File: config.mk
export PLATFORM = sky130hd
export DESIGN_NAME = issue_scoreboard
export DESIGN_NICKNAME = d
export VERILOG_FILES = /design/src/rtl/issue_scoreboard.sv
export SDC_FILE = /design/constraint.sdc
export NUM_CORES = 1
export LEC_CHECK = 0
export ABC_AREA = 1
export BUFFER_PORTS_ARGS = -buffer_cell sky130_fd_sc_hd__buf_2
export CAP_MARGIN = 20
export CORE_MARGIN = 2
export CORE_UTILIZATION = 43
export CTS_BUF_LIST = sky130_fd_sc_hd__clkbuf_4
export CTS_CLUSTER_SIZE = 16
export DETAILED_ROUTE_END_ITERATION = 8
export GPL_ROUTABILITY_DRIVEN = 0
export SLEW_MARGIN = 30
export SYNTH_ARGS = -nofsm -noshare
export SYNTH_HDL_FRONTEND = slang
export SYNTH_SLANG_ARGS = --single-unit
File: constraint.sdc
create_clock -name clk -period 2.3 [get_ports clk]
set_input_delay 0.345 -clock clk [delete_from_list [all_inputs] [get_ports clk]]
set_output_delay 0.345 -clock clk [all_outputs]
set_load 0.01 [all_outputs]
File: src/rtl/issue_scoreboard.sv
// issue_scoreboard: per-register pending bits plus per-FU occupancy counters.
// Decides each cycle whether the IDU1 instruction may issue (RAW, WAW and
// structural hazards) and tracks in-flight destinations until writeback.
module issue_scoreboard #(
    parameter int unsigned NUM_REGS            = 32,
    parameter int unsigned REG_FILE_ADDR_WIDTH = $clog2(NUM_REGS),
    parameter int unsigned NUM_FU              = 4,
    parameter int unsigned FU_W                = (NUM_FU > 1) ? $clog2(NUM_FU) : 1,
    parameter logic [NUM_FU*4-1:0] FU_CAP      = {NUM_FU{4'd1}}
) (
    input  logic                           clk,
    input  logic                           rstn,
    input  logic                           iss_valid,
    input  logic [FU_W-1:0]                iss_fu,
    input  logic                           iss_rs1_en,
    input  logic [REG_FILE_ADDR_WIDTH-1:0] iss_rs1_addr,
    input  logic                           iss_rs2_en,
    input  logic [REG_FILE_ADDR_WIDTH-1:0] iss_rs2_addr,
    input  logic                           iss_rd_en,
    input  logic [REG_FILE_ADDR_WIDTH-1:0] iss_rd_addr,
    input  logic                           pipe_flush,
    input  logic                           wb_valid,
    input  logic [REG_FILE_ADDR_WIDTH-1:0] wb_rd_addr,
    input  logic [NUM_FU-1:0]              fu_done,
    output logic                           pipe_stall,
    output logic                           iss_fire,
    output logic [NUM_FU-1:0]              fu_busy,
    output logic [NUM_REGS-1:0]            pending,
    output logic                           sb_err
);

    logic [NUM_REGS-1:0]        pending_reg;
    logic [NUM_REGS-1:0]        pending_next;
    logic [NUM_REGS-1:0]        wb_hit;
    logic [NUM_REGS-1:0]        set_hit;
    logic [NUM_REGS-1:0]        pend_eff;
    logic [NUM_FU-1:0][3:0]     count_reg;
    logic [NUM_FU-1:0][3:0]     count_next;
    logic [NUM_FU-1:0]          fu_inc;
    logic [NUM_FU-1:0]          fu_dec;
    logic [NUM_FU-1:0]          fu_nonzero;
    logic [NUM_FU-1:0]          fu_busy_reg;
    logic                       sb_err_reg;
    logic                       sb_err_next;
    logic [3:0]                 cnt_sel;
    logic [3:0]                 cap_sel;
    logic [31:0]                fu_ext;
    logic                       fu_bad;
    logic                       raw_haz;
    logic                       waw_haz;
    logic                       struct_haz;
    logic                       rd_set;

    // A same-cycle writeback hides the pending bit, matching WB->EXU forwarding.
    assign pend_eff = pending_reg & ~wb_hit;

    // Select the occupancy count and capacity of the addressed FU.
    always_comb begin
        cnt_sel = '0;
        cap_sel = '0;
        for (int i = 0; i < NUM_FU; i++) begin
            if (iss_fu == FU_W'(i)) begin
                cnt_sel = count_reg[i];
                cap_sel = FU_CAP[i*4 +: 4];
            end
        end
    end

    assign fu_ext = {{(32-FU_W){1'b0}}, iss_fu};
    assign fu_bad = iss_valid & (fu_ext >= NUM_FU);

    // Hazard evaluation and issue handshake.
    always_comb begin
        raw_haz    = (iss_rs1_en & (iss_rs1_addr != '0) & pend_eff[iss_rs1_addr]) |
                     (iss_rs2_en & (iss_rs2_addr != '0) & pend_eff[iss_rs2_addr]);
        waw_haz    = iss_rd_en & (iss_rd_addr != '0) & pend_eff[iss_rd_addr];
        // Capacity check uses the registered count: completions this cycle
        // do not free a slot until the next cycle.
        struct_haz = fu_bad | (cnt_sel == cap_sel);
        pipe_stall = iss_valid & (raw_haz | waw_haz | struct_haz);
        iss_fire   = iss_valid & ~pipe_stall & ~pipe_flush;
        rd_set     = iss_fire & iss_rd_en & (iss_rd_addr != '0);
    end

    // Per-register set/clear; a set from issue wins over a same-cycle clear.
    generate
        for (genvar gi = 0; gi < NUM_REGS; gi++) begin : g_reg
            assign wb_hit[gi]  = wb_valid & (wb_rd_addr == REG_FILE_ADDR_WIDTH'(gi));
            assign set_hit[gi] = rd_set & (iss_rd_addr == REG_FILE_ADDR_WIDTH'(gi));
            if (gi == 0) begin : g_zero
                assign pending_next[gi] = 1'b0;
            end else begin : g_nz
                assign pending_next[gi] = set_hit[gi] | (pending_reg[gi] & ~wb_hit[gi]);
            end
        end
    endgenerate

    // Per-FU occupancy counters; completions on an empty FU are dropped.
    generate
        for (genvar gi = 0; gi < NUM_FU; gi++) begin : g_fu
            assign fu_nonzero[gi] = (count_reg[gi] != 4'd0);
            assign fu_inc[gi]     = iss_fire & (iss_fu == FU_W'(gi));
            assign fu_dec[gi]     = fu_done[gi] & fu_nonzero[gi];
            assign count_next[gi] = (fu_inc[gi] & ~fu_dec[gi]) ? count_reg[gi] + 4'd1 :
                                    (fu_dec[gi] & ~fu_inc[gi]) ? count_reg[gi] - 4'd1 :
                                                                 count_reg[gi];
        end
    endgenerate

    // Sticky error: spurious completion or an out-of-range FU index.
    assign sb_err_next = sb_err_reg | fu_bad | (|(fu_done & ~fu_nonzero));

    // State registers.
    always_ff @(posedge clk or negedge rstn) begin
        if (!rstn) begin
            pending_reg <= '0;
            count_reg   <= '0;
            fu_busy_reg <= '0;
            sb_err_reg  <= 1'b0;
        end else begin
            pending_reg <= pending_next;
            count_reg   <= count_next;
            for (int i = 0; i < NUM_FU; i++) begin
                fu_busy_reg[i] <= (count_next[i] != 4'd0);
            end
            sb_err_reg  <= sb_err_next;
        end
    end

    assign pending = pending_reg;
    assign fu_busy = fu_busy_reg;
    assign sb_err  = sb_err_reg;

endmodule

==> results of run 1 <==
[cell usage in the layout, fill, tap and decap left out, types with 13 or more instances in the layout]
cell / n
nand3_1: 107
inv_1: 65
nand2_2: 44
nand3_2: 21
buf_6: 17
nand2_1: 153
o31ai_4: 13
buf_2: 63
nor2_1: 41
nand3_4: 13
buf_4: 109
nand4_1: 13
dfrtp_1: 51
[worst max-delay path: stages]
cell and delay (ns):
buf_4 0.13, nor2_4 0.15, clkbuf_16 0.21, nand3_4 0.08, nand2_2 0.11, nand2_1 0.07
nand2_1 0.07, nor2_1 0.06, nand2_1 0.08, nor2_2 0.05, nand2_1 0.07, nand2_2 0.08
a21oi_4 0.15, nand3_4 0.10, nor2_4 0.11, buf_6 0.12, buf_6 0.09
[cell type report]
class	instances	area [um2]
clock inverter	3	68.8
clock buffer	5	37.5
sequential	52	1300
fill	742	2540
multi-input combinational	503	3290
tap	129	161
timing repair buffer	204	1620
inverter	78	303
[cells by family (layout without fill, tap and decap cells)]
group	count (synthesis)	count (layout)	share of synthesized area, %
simple gates	430	430	45.4
xor+xnor	8	8	1.68
fa+ha+maj	8	8	2.40
buf+inv	97	290	9.47
compound gates	56	56	9.77
other cells	1	1	0.0898
flops	52	52	31.2
[per-layer routing]
metal	GRT usage (%)	routed length [um]
met1	44.3	7120
met2	45.4	7830
met3	5.56	1800
met4	11.2	765
met5	0	0
[where the power goes]
| part | leakage (nW) | internal [W] | switching [W] |
|---|---|---|---|
| registers | 0.660 | 0.00113 | 0.000218 |
| clock network | 0.0558 | 0.000342 | 0.000341 |
| logic | 2.64 | 0.00103 | 0.00133 |
[repair_timing]
item	4_1_cts	5_1_grt
pin swaps	26	57
endpoints found under the setup margin	10	53
setup buffers	35	15
resized for setup	87	131
cloned	0	3
hold buffers	1	0
hold endpoints to repair	19	0
[worst min path at each step]
stage                   end  slack, ns  depth (start not counted)
6_report        pending[16]       0.30                          4
2_1_floorplan  count_reg[0]       0.05                          0
4_1_cts         pending[16]       0.29                          4
5_1_grt              sb_err       0.31                          4
3_5_place_dp    pending[30]       0.34                          1
3_3_place_gp    pending[30]       0.32                          1
[per-stage QoR]
stage                     cell area, um2  total power, W  TNS, ns  setup WS (ns)  cells
after CTS                           5980         0.00407   -0.170        -0.0891    957
final                               6780         0.00439    -1.10         -0.139    974
after global placement              5240         0.00318   -16.86         -0.420    913
after floorplan                     4180         0.00253        0         0.0760    652
after detailed placement            5240         0.00322   -18.26         -0.466    913
after global routing                6780         0.00470    -6.05         -0.251    974
==> impl_metrics.yaml, run 1 <==
clocking:
  clock_net_sink_count: 52
  cts.path.max_buffers: 2
  cts_tree: "built"
  cts_root_buffer: "clkbuf_4"
  cts_inserted_buffers: 5
  path_clk_slew_ns: 0.18
  ctsHtreeMaxLevel: 2
  worst_skew_pair.late_latency_ns: 0.40
run_status:
  violated_checks: "negative setup slack"
  result_of_the_run: "finished, violations left"
logic_synthesis:
  synthTopCellsByArea: "dfrtp_1, nand2_1, nand3_1"
  synth_top_cell_by_area: "dfrtp_1"
  synth-seq-area-share_pct: 31.2
  ys_ff_latch: 52
  synth_largest_type_area_fraction_pct: 31.2
  synth-warning-count: 0
  async_flop_share_pct: 100
  syn-cell-area_mm2: 0.00418
  post_synth_inst_count: 652
  edff_count_synth: 0
  synth.cells.most_frequent: "nand2_1, nand3_1, inv_1"
  synth_nets: 694
  synth.lib_cells_used.distinct: 33
  synth_area_per_cell_um2: 6.40
  library_cell_with_the_highest_instance_count_after_synthesis: "nand2_1"
  postSynth.topFlopCell: "dfrtp_1"
setup_path:
  length_in_cells_of_the_worst_reg_to_reg_path: 16
  worst_r2r_endpoint: "pending[12]"
  timing.reg2reg.setup_slack_ns: -0.04
  worst_setup_path_endpoint: "iss_fire"
  worst_ep_required_time_ns: 1.96
  arrival_ns: 2.09
  type_of_origin_of_the_critical_path: "primary input"
  critPathCaptureType: "primary output"
  crit_path_start: "wb_rd_addr[4]"
  timing_worst_setup_path_type: "in2out"
  critPathMaxFanout: 7
  rr_startpoint: "pending[28]"
floorplanning:
  floorplan.die_area_mm2: 0.0105
  die-height_um: 103
  dieWidth_um: 103
  initial_utilization_pct: 44.8
  num_io_pins: 73
  fp-row-count: 35
  core_area_mm2: 0.00933
grt:
  residual_overflow_from_global_routing: 0
  grt_first_pass_wirelength_mm: 25.0
  gr-usage-all-layers_pct: 30.5
  antenna_found_initial: 0
  grt_max_degree: 22
  first_global_vias: 4937
detailed_routing:
  drc: 0
  drtPass1Iterations: 5
  count_of_nets_left_with_antenna_violations_after_detail_routing: 0
  drt-initial-drc-count: 574
  dr_total_vias: 5611
  route.detailed.wl_per_inst_um: 18.0
  route.detailed.vias_per_inst: 5.76
  route.final.wire_length_mm: 17.5
run:
  maxCapViolations: 0
cells_and_area:
  diodes: 0
  flow.area_growth_from_synthesis_pct: 62.5
  largest_register_ff_count: 31
  drive_above_1_share_pct: 43.6
  final_net_count: 886
  final_core_util_pct: 72.7
sta:
  setup_viol_count_final: 30
  slew_violations: 0
  maxClockFrequency_mhz: 410
  post-route-worst-setup-slack_ns: -0.139
  finalWorstPathRequiredPeriod_ns: 2.44
  tightest_slew_ns: 0.518
  timing.final.hold_violations: 0
  grt_setup_unrepaired: "yes"
  final_min_period_over_clock_period_pct: 106
  slew-limit-headroom_pct: 65.5
  fin_skew_ns: 0.0216
  hold_slack_ns: 0.298
min_path:
  hold_class: "in2reg"
  min-delay-start: "iss_rd_addr[2]"
pwr:
  power.leakage_nw: 3.36
  worst_ir_drop_vdd_v: 0.000548
  power.density_mw_per_mm2: 647
placement:
  post-dp-hpwl_mm: 11.6
  portBuffers: 71
Power figures use the tool's default switching activity.
==> run 2: changes to the inputs <==
--- a/config.mk
+++ b/config.mk
@@ -14,6 +14,7 @@
 export CTS_CLUSTER_SIZE = 16
 export DETAILED_ROUTE_END_ITERATION = 8
 export GPL_ROUTABILITY_DRIVEN = 0
+export MAX_ROUTING_LAYER = met4
 export SLEW_MARGIN = 30
 export SYNTH_ARGS = -nofsm -noshare
 export SYNTH_HDL_FRONTEND = slang
==> run 2 against run 1 <==
- the flow still finishes with violations (negative setup slack)
- die area is the same
- cell area down 3.7%
- final cell count down 0.21%
- global-route usage grew 0.97 points
- flip-flop and latch count did not move
- fmax is 1.1% higher
- first-iteration DRC count is 7.1% higher
- core utilization down 2.7 points
- non-clock buffer count down 2
- register-to-register slack about the same
- via count down 1.5%
==> impl_metrics.yaml, run 2 (synthesis gave the netlist of run 1 again) <==
run_status:
  result_of_the_run: "finished, violations left"
  violated_checks: "negative setup slack"
sta:
  finalWorstPathRequiredPeriod_ns: 2.41
  maxClockFrequency_mhz: 414
  fin_skew_ns: 0.0261
  slew_violations: 0
  post-route-worst-setup-slack_ns: -0.114
  timing.final.hold_violations: 0
  final_min_period_over_clock_period_pct: 105
  grt_setup_unrepaired: "yes"
  slew-limit-headroom_pct: 66.6
  tightest_slew_ns: 0.501
  setup_viol_count_final: 4
setup_path:
  worst_ep_required_time_ns: 1.96
  timing.reg2reg.setup_slack_ns: -0.05
  critPathMaxFanout: 7
  worst_setup_path_endpoint: "iss_fire"
  critPathCaptureType: "primary output"
  crit_path_start: "wb_rd_addr[4]"
  timing_worst_setup_path_type: "in2out"
  type_of_origin_of_the_critical_path: "primary input"
  length_in_cells_of_the_worst_reg_to_reg_path: 16
  rr_startpoint: "pending[31]"
  arrival_ns: 2.07
  worst_r2r_endpoint: "pending[31]"
detailed_routing:
  dr_total_vias: 5527
  route.detailed.vias_per_inst: 5.69
  route.final.wire_length_mm: 16.8
  route.detailed.wl_per_inst_um: 17.3
  drtPass1Iterations: 6
  drc: 0
  drt-initial-drc-count: 615
  count_of_nets_left_with_antenna_violations_after_detail_routing: 0
floorplanning:
  dieWidth_um: 103
  num_io_pins: 73
  fp-row-count: 35
  floorplan.die_area_mm2: 0.0105
  core_area_mm2: 0.00933
  die-height_um: 103
  initial_utilization_pct: 44.8
pwr:
  worst_ir_drop_vdd_v: 0.000561
  clkPwrFrac_pct: 15.7
  power.density_mw_per_mm2: 658
  p_switching_w: 0.00184
  seq_power_share_pct: 31.3
  power.leakage_nw: 3.30
  sw_frac_of_total_pct: 42.8
  pwr-share-comb_pct: 53.0
  internal_power_w: 0.00246
  design_power_total_w: 0.00430
placement:
  portBuffers: 71
  dp_slack_ns: -0.466
  post-dp-hpwl_mm: 11.6
grt:
  residual_overflow_from_global_routing: 0
  antenna_found_initial: 0
  gr-usage-all-layers_pct: 31.5
  grt_first_pass_wirelength_mm: 25.0
  first_global_vias: 4936
  grt_max_degree: 22
run:
  maxCapViolations: 0
clocking:
  path_clk_slew_ns: 0.18
  cts_inserted_buffers: 5
  cts.path.max_buffers: 2
  clock_net_sink_count: 52
  cts_root_buffer: "clkbuf_4"
  worst_skew_pair.late_latency_ns: 0.40
  cts_tree: "built"
  ctsHtreeMaxLevel: 2
cells_and_area:
  final_net_count: 884
  mostFrequentLayoutCells: "nand2_1, buf_4, nand3_1, inv_1, buf_2"
  diodes: 0
  final_core_util_pct: 70.1
  final_common_cell: "nand2_1"
  drive_above_1_share_pct: 42.2
  flow.area_growth_from_synthesis_pct: 56.5
  largest_register_ff_count: 31
min_path:
  min-delay-start: "iss_rd_addr[2]"
  hold_class: "in2reg"
run 2: cell types whose count changed in the layout (fill, tap and decap cells not counted), moves of 2 or more:
| cell | before | now |
|---|---|---|
| buf_6 | 17 | 13 |
| o31ai_2 | 12 | 17 |
| o31ai_1 | 2 | 9 |
| clkbuf_16 | 3 | 1 |
| o31ai_4 | 13 | 1 |
| buf_4 | 109 | 114 |
run 2: area by class of cell:
type | instances | area (um2)
timing repair buffer | 202 | 1540
clock buffer | 5 | 37.5
fill | 786 | 2790
clock inverter | 3 | 68.8
tap | 129 | 161
sequential | 52 | 1300
inverter | 78 | 300
multi-input combinational | 503 | 3120
run 2: how the worst min path moves through the flow:
| stage | end | slack, ns | cells after the start |
|---|---|---|---|
| after floorplan | count_reg[0] | 0.05 | 0 |
| after global placement | pending[30] | 0.32 | 1 |
| after detailed placement | pending[30] | 0.34 | 1 |
| after CTS | pending[16] | 0.29 | 4 |
| after global routing | sb_err | 0.31 | 4 |
| final | pending[16] | 0.31 | 4 |
run 2: metal layers:
layer / vias up / GRT usage [%] / share of wire [%]
met5: - / - / 0
met4: 0 / 11.2 / 3.6
met3: 72 / 5.08 / 9.9
met2: 356 / 45.3 / 45
met1: 2556 / 44.8 / 42
li1: 2543 / - / -
run 2: power groups by stage:
stage / clock, W / sequential, W / combinational, W
2_1_floorplan: 0 / 0.00133 / 0.00120
5_1_grt: 0.000718 / 0.00137 / 0.00253
3_3_place_gp: 0 / 0.00136 / 0.00182
4_1_cts: 0.000692 / 0.00134 / 0.00204
6_report: 0.000677 / 0.00135 / 0.00228
3_5_place_dp: 0 / 0.00137 / 0.00185
run 2: repair_timing:
item                                    in CTS  in global routing
resized for setup                           87                 98
hold buffers                                 1                  0
endpoints found under the hold margin       19                  0
endpoints found under the setup margin      10                 53
setup buffers                               35                 14
gates cloned                                 0                  1
pin swaps                                   26                 63
run 2: critical path: stages:
cell,delay [ns]
buf_4,0.13
nor2_4,0.15
clkbuf_16,0.21
nand3_4,0.07
nand2_2,0.10
nand2_1,0.07
nand2_1,0.07
nor2_1,0.06
nand2_1,0.08
nor2_2,0.05
nand2_1,0.07
nand2_2,0.08
a21oi_4,0.15
nand3_4,0.10
nor2_4,0.11
buf_6,0.12
buf_6,0.09
run 2: per-stage QoR:
stage,TNS (ns),area (um2),hold WS (ns),instances
CTS,-0.170,5980,0.295,957
floorplan,0,4180,0.0494,652
finish,-0.322,6540,0.310,972
detailed placement,-18.26,5240,0.340,913
global placement,-16.86,5240,0.318,913
global route,-3.04,6540,0.313,972
==> run 3: changes to the inputs <==
--- a/config.mk
+++ b/config.mk
@@ -5,16 +5,15 @@
 export SDC_FILE = /design/constraint.sdc
 export NUM_CORES = 1
 export LEC_CHECK = 0
-export ABC_AREA = 1
 export BUFFER_PORTS_ARGS = -buffer_cell sky130_fd_sc_hd__buf_2
 export CAP_MARGIN = 20
 export CORE_MARGIN = 2
 export CORE_UTILIZATION = 43
 export CTS_BUF_LIST = sky130_fd_sc_hd__clkbuf_4
-export CTS_CLUSTER_SIZE = 16
 export DETAILED_ROUTE_END_ITERATION = 8
 export GPL_ROUTABILITY_DRIVEN = 0
 export MAX_ROUTING_LAYER = met4
+export PLACE_DENSITY = 0.66
 export SLEW_MARGIN = 30
 export SYNTH_ARGS = -nofsm -noshare
 export SYNTH_HDL_FRONTEND = slang
==> constraint.sdc (replaced) <==
create_clock -name clk -period 2 [get_ports clk]
set_input_delay 0.3 -clock clk [delete_from_list [all_inputs] [get_ports clk]]
set_output_delay 0.3 -clock clk [all_outputs]
set_load 0.01 [all_outputs]
==> run 3 against run 2 <==
- the flow still finishes with violations (negative setup slack)
- non-clock buffer count up 75
- sequential power up 12%
- flip-flop and latch count unchanged
- core utilization up 0.44 points
- cell area up 3.5%
- global-route usage down 0.24 points
- clock skew about the same
- final cell count down 11%
- critical endpoint is now pipe_stall
- highest routed layer unchanged
==> impl_metrics.yaml, run 3 <==
logic_synthesis:
  synth_area_per_cell_um2: 8.85
  synth_largest_type_area_fraction_pct: 31.1
  syn-cell-area_mm2: 0.00419
  synth.lib_cells_used.distinct: 73
  synth_nets: 515
  edff_count_synth: 0
  synth-warning-count: 0
  library_cell_with_the_highest_instance_count_after_synthesis: "o21ai_0"
  synth_top_cell_by_area: "dfrtp_1"
  postSynth.topFlopCell: "dfrtp_1"
  async_flop_share_pct: 100
  post_synth_inst_count: 473
  synthTopCellsByArea: "dfrtp_1, o21ai_0, mux2i_1"
  synth.cells.most_frequent: "o21ai_0, dfrtp_1, nand2_1"
  ys_ff_latch: 52
  synth-seq-area-share_pct: 31.1
grt:
  grt_first_pass_wirelength_mm: 24.5
  antenna_found_initial: 0
  grt_max_degree: 32
  first_global_vias: 5092
  residual_overflow_from_global_routing: 0
  gr-usage-all-layers_pct: 31.3
clocking:
  cts_root_buffer: "clkbuf_4"
  ctsHtreeMaxLevel: 2
  path_clk_slew_ns: 0.17
  cts_tree: "built"
  clock_net_sink_count: 52
  worst_skew_pair.late_latency_ns: 0.38
  cts_inserted_buffers: 5
  cts.path.max_buffers: 2
pwr:
  design_power_total_w: 0.00531
  power.leakage_nw: 3.01
  worst_ir_drop_vdd_v: 0.000583
  power.density_mw_per_mm2: 785
cells_and_area:
  final_core_util_pct: 70.5
  largest_register_ff_count: 31
  mostFrequentLayoutCells: "buf_4, buf_2, dfrtp_1, nand2_1, o21ai_1"
  n_fill_cell: 734
  final_net_count: 771
  final_common_cell: "buf_4"
  diodes: 0
  flow.area_growth_from_synthesis_pct: 61.6
  drive_above_1_share_pct: 52.3
  post_route_non_filler_standard_cell_count: 863
  layout.area.seq_mm2: 0.00130
  multiInputGateArea_mm2: 0.00313
floorplanning:
  core_area_mm2: 0.00959
  floorplan.die_area_mm2: 0.0105
  num_io_pins: 73
  initial_utilization_pct: 43.6
  die-height_um: 103
  dieWidth_um: 103
  fp-row-count: 36
detailed_routing:
  met2_length_mm: 8.55
  route.final.wire_length_mm: 16.9
  drtPass1Iterations: 6
  dr_wl_met3_mm: 1.12
  highest_metal_layer_used_by_the_detailed_router: "met4"
  route.detailed.wl_per_inst_um: 19.5
  route.detailed.vias_per_inst: 5.90
  count_of_nets_left_with_antenna_violations_after_detail_routing: 0
  dr_total_vias: 5092
  drc: 0
  route.layer.met1.wl_mm: 6.38
  drt-initial-drc-count: 403
run_status:
  violated_checks: "negative setup slack"
  result_of_the_run: "finished, violations left"
setup_path:
  arrival_ns: 2.69
  critPathCaptureType: "primary output"
  type_of_origin_of_the_critical_path: "flip-flop"
  gate_family_responsible_for_the_most_delay_along_the_worst_path: "simple AND/OR/NAND/NOR gates"
  critPathMaxFanout: 3
  crit_path_top_delay_cell: "mux4_2"
  worstPathCellList: "nor4b_2 -> buf_4 -> o21ai_1 -> mux4_2 -> o31a_1 -> o31ai_4 -> nor2_4 -> nand3b_1 -> and2_4 -> buf_6"
  timing.critical_path.depth: 10
  critical_path.n_buffers_inverters: 2
  critical_path_max_stage_delay_ns: 0.49
  worst_ep_required_time_ns: 1.70
  timing_worst_setup_path_type: "reg2out"
  length_in_cells_of_the_worst_reg_to_reg_path: 12
run:
  maxCapViolations: 0
sta:
  timing.final.hold_violations: 0
  timing.setup.tns_ns: -38.42
  fin_skew_ns: 0.0257
  finalWorstPathRequiredPeriod_ns: 2.99
  slew_violations: 0
  maxClockFrequency_mhz: 335
  tightest_slew_ns: 0.570
  slew-limit-headroom_pct: 62.0
  grt_setup_unrepaired: "yes"
  setup_viol_count_final: 53
  final_min_period_over_clock_period_pct: 149
  post-route-worst-setup-slack_ns: -0.988
placement:
  placedCellCount: 827
  post-dp-hpwl_mm: 12.5
  portBuffers: 71
min_path:
  holdPathStages: 3
  hold_class: "in2reg"
==> run 3: timing repair <==
action | CTS | global route
gates resized for setup | 62 | 38
pin swaps | 36 | 15
endpoints found under the hold margin | 21 | 0
endpoints found under the setup margin | 53 | 53
hold buffers | 1 | 0
buffers inserted | 17 | 11
==> run 3: tightest hold or removal path, cell delays in order <==
cell     delay, ns
buf_2         0.09
nand3_1       0.07
nand4_1       0.09
==> run 3: where the power goes <==
group	internal, W	switching, W
registers	0.00133	0.000182
logic	0.00162	0.00170
clock network	0.000130	0.000346
==> run 3: layout make-up <==
cell class	count	area share (%)
multi-input cells	375	46.3
flip-flops and latches	52	19.3
inverters	18	0.999
clock buffers	5	0.555
clock inverters	3	0.203
well taps	133	2.46
repair buffers	277	30.2
==> run 3: metrics by stage <==
stage / hold slack (ns) / area [um2] / setup slack (ns)
after floorplan: 0.00441 / 4330 / -0.959
after global placement: 0.298 / 6030 / -1.19
after detailed placement: 0.302 / 6030 / -1.33
after CTS: 0.195 / 6480 / -0.931
after global routing: 0.192 / 6760 / -1.11
final: 0.192 / 6760 / -0.988
==> run 3: layer usage <==
metal | track usage [%] | vias to the layer above
li1 | - | 2310
met1 | 35.3 | 2418
met2 | 53.9 | 287
met3 | 4.95 | 77
met4 | 15.3 | 0
met5 | - | -
==> run 3: kinds of logic after synthesis <==
logic type      share of synthesized area, %
fa+ha+maj                               2.66
other cells                           0.0896
buf+inv                                 5.29
simple gates                            24.4
flops                                   31.1
compound gates                          22.7
mux                                     9.41
xor+xnor                                4.39
==> run 3: path summary, 6_finish.rpt <==
path                              startpoint            end  slack [ns]
worst max-delay path            count_reg[9]     pipe_stall       -0.99
worst min-delay path              fu_done[2]         sb_err        0.19
worst max register to register  count_reg[9]     fu_busy[3]       -0.99
worst min register to register        sb_err         sb_err        0.60
max in group asynchronous               rstn    pending[29]        0.99
min in group asynchronous               rstn  count_reg[10]        0.42
